**src/rtl/pe_mac_stream.sv**
```systemverilog
// pe_mac_stream: systolic PE that forwards operands and accumulates a*b per tile into a ready/valid result port.
//   clk_i, reset_i          clock, async active-high reset
//   en_i, clr_i             global advance, sync clear of acc/tile-ovf/overrun
//   in_valid_i, in_last_i   beat framing; in_a_i/in_b_i operands
//   out_*_o                 operands/framing forwarded with 1-cycle latency
//   res_valid_o/res_ready_i result handshake; res_data_o tile sum, res_ovf_o tile overflowed
//   overrun_o               sticky: a finished tile was dropped
module pe_mac_stream #(
    parameter int DATA_W   = 8,
    parameter int ACC_W    = 2*DATA_W+4,
    parameter int SIGNED   = 0,
    parameter int SATURATE = 1
) (
    input  logic              clk_i,
    input  logic              reset_i,
    input  logic              en_i,
    input  logic              clr_i,
    input  logic              in_valid_i,
    input  logic              in_last_i,
    input  logic [DATA_W-1:0] in_a_i,
    input  logic [DATA_W-1:0] in_b_i,
    output logic              out_valid_o,
    output logic              out_last_o,
    output logic [DATA_W-1:0] out_a_o,
    output logic [DATA_W-1:0] out_b_o,
    output logic              res_valid_o,
    input  logic              res_ready_i,
    output logic [ACC_W-1:0]  res_data_o,
    output logic              res_ovf_o,
    output logic              overrun_o
);
    localparam int XW = ACC_W + 1;
    localparam bit SG = (SIGNED != 0);
    localparam bit ST = (SATURATE != 0);
    logic [XW-1:0] a_x, b_x, acc_x, prod, sum;
    logic [ACC_W-1:0] acc_q, acc_d, acc_nx, sat_val, res_data_d;
    logic tovf_q, tovf_d, ovf, beat, done, load;
    logic res_valid_d, res_ovf_d, overrun_d;
    // Operands and accumulator are widened one bit past ACC_W so the sum's
    // extra bit exposes overflow; the truncated product is exact because
    // ACC_W >= 2*DATA_W.
    assign a_x   = {{(XW-DATA_W){SG & in_a_i[DATA_W-1]}}, in_a_i};
    assign b_x   = {{(XW-DATA_W){SG & in_b_i[DATA_W-1]}}, in_b_i};
    assign acc_x = {SG & acc_q[ACC_W-1], acc_q};
    assign prod  = a_x * b_x;
    assign sum   = acc_x + prod;
    // Signed: top two bits disagree on overflow, sum[ACC_W] gives direction.
    // Unsigned: operands are non-negative, so only a carry out can occur.
    assign ovf     = SG ? (sum[ACC_W] ^ sum[ACC_W-1]) : sum[ACC_W];
    assign sat_val = !SG ? {ACC_W{1'b1}} :
                     sum[ACC_W] ? {1'b1, {(ACC_W-1){1'b0}}} : {1'b0, {(ACC_W-1){1'b1}}};
    assign acc_nx  = (ovf && ST) ? sat_val : sum[ACC_W-1:0];
    assign beat = en_i & in_valid_i & ~clr_i;
    assign done = beat & in_last_i;
    // A finished tile loads only if the slot is empty or being drained this edge.
    assign load = done & (~res_valid_o | res_ready_i);
    always_comb begin
        acc_d       = clr_i ? '0 : beat ? (in_last_i ? '0 : acc_nx) : acc_q;
        tovf_d      = clr_i ? 1'b0 : beat ? (~in_last_i & (tovf_q | ovf)) : tovf_q;
        res_valid_d = load | (res_valid_o & ~res_ready_i);
        res_data_d  = load ? acc_nx : res_data_o;
        res_ovf_d   = load ? (tovf_q | ovf) : res_ovf_o;
        overrun_d   = ~clr_i & (overrun_o | (done & res_valid_o & ~res_ready_i));
    end
    always_ff @(posedge clk_i or posedge reset_i) begin
        if (reset_i) begin
            out_valid_o <= 1'b0;
            out_last_o  <= 1'b0;
            out_a_o     <= '0;
            out_b_o     <= '0;
            acc_q       <= '0;
            tovf_q      <= 1'b0;
            res_valid_o <= 1'b0;
            res_data_o  <= '0;
            res_ovf_o   <= 1'b0;
            overrun_o   <= 1'b0;
        end else begin
            if (en_i) begin
                out_valid_o <= in_valid_i;
                out_last_o  <= in_last_i;
                out_a_o     <= in_a_i;
                out_b_o     <= in_b_i;
            end
            acc_q       <= acc_d;
            tovf_q      <= tovf_d;
            res_valid_o <= res_valid_d;
            res_data_o  <= res_data_d;
            res_ovf_o   <= res_ovf_d;
            overrun_o   <= overrun_d;
        end
    end
endmodule
```
**config.mk**
```make
export PLATFORM = sky130hd
export DESIGN_NAME = pe_mac_stream
export DESIGN_NICKNAME = d
export VERILOG_FILES = /design/src/rtl/pe_mac_stream.sv
export SDC_FILE = /design/constraint.sdc
export NUM_CORES = 1
export LEC_CHECK = 0
export ABC_AREA = 1
export CORE_MARGIN = 3
export CORE_UTILIZATION = 52
export CTS_CLUSTER_SIZE = 14
export DETAILED_ROUTE_END_ITERATION = 8
export PLACE_DENSITY_LB_ADDON = 0.15
export SETUP_SLACK_MARGIN = 0.05
export SYNTH_ARGS = -nofsm -noshare
export SYNTH_HDL_FRONTEND = slang
export SYNTH_SLANG_ARGS = --single-unit
```
**constraint.sdc**
```tcl
create_clock -name clk_i -period 3.8 [get_ports clk_i]
set_clock_uncertainty 0.2 [all_clocks]
set_input_delay 0.38 -clock clk_i [delete_from_list [all_inputs] [get_ports clk_i]]
set_output_delay 0.38 -clock clk_i [all_outputs]
set_load 0.05 [all_outputs]
```
==> metrics <==
outcome finished, violations left; failing checks setup timing; first-pass GRT wire length 24470 um; Post-synth EDFFs 0; Via Count 4761; Skew-Pair Late Insertion Delay 360 ps; Max rail drop VDD 0.5442 mV; Min-Delay Path Class in -> reg; maxcap violations 0; Critical Path RT 3840 ps; Setup WS post-layout -312.7 ps; most frequent cells after synthesis nand2_1 (240), inv_1 (168), dfrtp_1 (62); Final period util 108.2%; critical path type reg -> reg; compound-cell area share of the yosys netlist 4.518%; Multi-input gate area 3603 um2; area leader, netlist dfrtp_1; Root Buffer clkbuf_8; register area 1551 um2; Fillers 877; Finished Layout Cells 994; flops & latches, synth 62; via/cell ratio 4.790; crit end category flop; Die Area 12260 um2; placed insts 968; row count 37; Sink Count 62; area share of fa/ha/maj cells after synthesis 26.54%; Main synth FF type dfrtp_1; share of layout cells above drive strength 1 27.16%; P&R area growth vs syn 29.36%; total power 5.520 mW; Unique masters post-synth 34; final WL 14110 um; DR iter-0 viols 170; Final Hold Viols 0; final max-slew violation count 0; Area contributors post-synth dfrtp_1 (27%), fa_1 (18%), nand2_1 (16%), inv_1 (11%), ha_1 (9.0%); # diodes 0; Initial Util 54.29%; vias in the first global route 5088; FFs w/ async S/R, synth 100.0%; RSZ-0062 raised after global routing yes; Yosys top cell area share 27.19%; pwr dens 747.8 nW/um2; Final setup viols 42; main combinational cell family by area after synthesis adder cells; count leader, synth nand2_1; Yosys warnings 0; clock slew at reported path FFs 70 ps; # port buffers 63; Net count, final 969; Period minus WS final 4113 ps; post-synthesis sequential area ratio 27.19%; # IOs 64; Pre-antenna DRT Iters 4; Hold Buf Count CTS 0; number of remaining DRC errors 0; Startpoint Class flop; CTS Buffer Depth 2; sum of negative setup slack -9790 ps; area share of and/or/nand/nor cells after synthesis 23.09%; CTS tree yes; Post-Syn Instances 726; CP max FO 7; Leak 4.235 nW; chip height 110.7 um; CP arrival 4160 ps; wire per inst 14.19 um; average size of a mapped cell 7.859 um2; Cell Area, Synth 5705 um2; Num CTS Buffers 9; pin count of the biggest net entering global routing 34; mux cell area share after synthesis 3.355%; Core ar. 10510 um2; GP Congestion 0.8979; GRT overflow 0; slew margin rel. 32.67%; Synth Net Count 840; hold slack final 176.3 ps; htree depth 3; fmax 243.2 MHz; initial antenna violation count 0; Synth Area in XOR/XNOR 0.9211%; width of the chip 110.7 um; post-route antenna net violation count 0; total track usage 24.50%; Worst-Margin Slew 1007 ps; hpwl dp 11180 um
==> state kept, by name, indices dropped and copies added, names as in the netlist <==
register,count
out_b_o,8
out_a_o,8
res_valid_o,1
out_valid_o,1
out_last_o,1
res_data_o,20
acc_q,20
tovf_q,1
res_ovf_o,1
overrun_o,1
==> report_power, final <==
part	switching [mW]	leakage, nW	internal, mW
Combinational	2.32	3.34	1.77
Clock	0.275	0.0980	0.312
Sequential	0.0697	0.798	0.778
Total	2.66	4.23	2.86
==> logic make-up after synthesis <==
kind of cell / count (synthesis)
adder cells (fa/ha/maj): 91
AO/OA/AOI/OAI: 38
flip-flops: 62
XOR/XNOR: 6
multiplexers: 17
buffers and inverters: 203
AND/OR/NAND/NOR: 309
==> layout make-up <==
cell class                      instances  share of cell area, %
Multi-Input combinational cell        462                  48.82
Tap cell                              136                  2.305
Sequential cell                        62                  21.02
Timing Repair Buffer                  143                  16.31
Inverter                              177                  9.018
Clock buffer                           10                  1.865
Clock inverter                          4                 0.6611
==> per-stage QoR <==
stage          setup slack, ps  area (um2)  util, %
6_report                -312.7        7381    70.23
5_1_grt                 -501.7        7381    70.23
4_1_cts                 -298.2        7311    69.57
3_5_place_dp             -1223        6969    66.32
3_3_place_gp             -1185        6969    66.32
2_1_floorplan           -345.1        5982        -
==> worst max-delay path: stages, from the launching register on <==
cell and delay, ps:
dfrtp_1 410, inv_1 80, fa_1 530, inv_1 50, fa_1 450, ha_1 290
inv_1 50, fa_1 530, inv_1 50, ha_1 320, nand2_1 100, nand2_1 70
nand2_2 60, nand2_2 50, nand2_2 70, nand3_4 100, a21oi_4 180, buf_6 170
buf_6 110, nand2_4 40, nand2_2 60, nand2_1 50
==> per-layer routing <==
metal  wire length, um  up-vias  GRT usage (%)
met5                 0        -              0
met4               348        0          8.456
met3               570       26          4.476
met2              6881      110          41.71
met1              6306     2238          31.41
li1                  -     2387              -
==> worst paths after layout <==
kind                                   to  slack [ps]           from  cells after the start
max                        res_data_o[11]        -310       acc_q[5]                     21
min                            out_a_o[4]         180      in_a_i[4]                      2
min in group asynchronous      out_a_o[0]         280        reset_i                      2
max reg2reg                res_data_o[11]        -310       acc_q[5]                     21
min reg2reg                 res_data_o[0]         290  res_data_o[0]                      2
max in group asynchronous  res_data_o[13]        2420        reset_i                      3
==> what timing repair did <==
action,CTS,global route
resized for setup,114,18
cloned,2,0
hold endpoints to repair,0,0
buffers inserted,8,2
pin swaps,22,5
endpoints found under the setup margin,42,42
==> layout by cell type (no fill, tap or decap), types with 2 or more instances in the layout <==
cell type,synthesis,layout
and2_1,3,3
nand2_4,3,7
buf_2,3,10
nor2_1,22,16
buf_4,1,76
nand3_1,17,14
ha_1,41,35
a21oi_1,6,5
o21ai_1,5,14
xnor2_1,6,2
nand4_1,3,3
inv_2,8,15
a21oi_4,2,2
mux2_2,17,17
nor2_2,2,7
nor2_4,1,2
clkdlybuf4s15_2,0,2
clkinv_2,1,3
clkdlybuf4s50_1,0,47
nand3_2,3,6
nand2_2,11,38
dfrtp_1,62,62
o21ai_0,12,2
inv_1,168,161
o21ai_2,9,10
buf_6,3,8
clkbuf_8,0,10
nor3_4,2,2
a31oi_1,3,3
ha_4,0,6
xnor2_2,0,4
fa_1,50,48
fa_2,0,2
nand2_1,240,209
No activity file was read; power rests on OpenSTA's default activity.
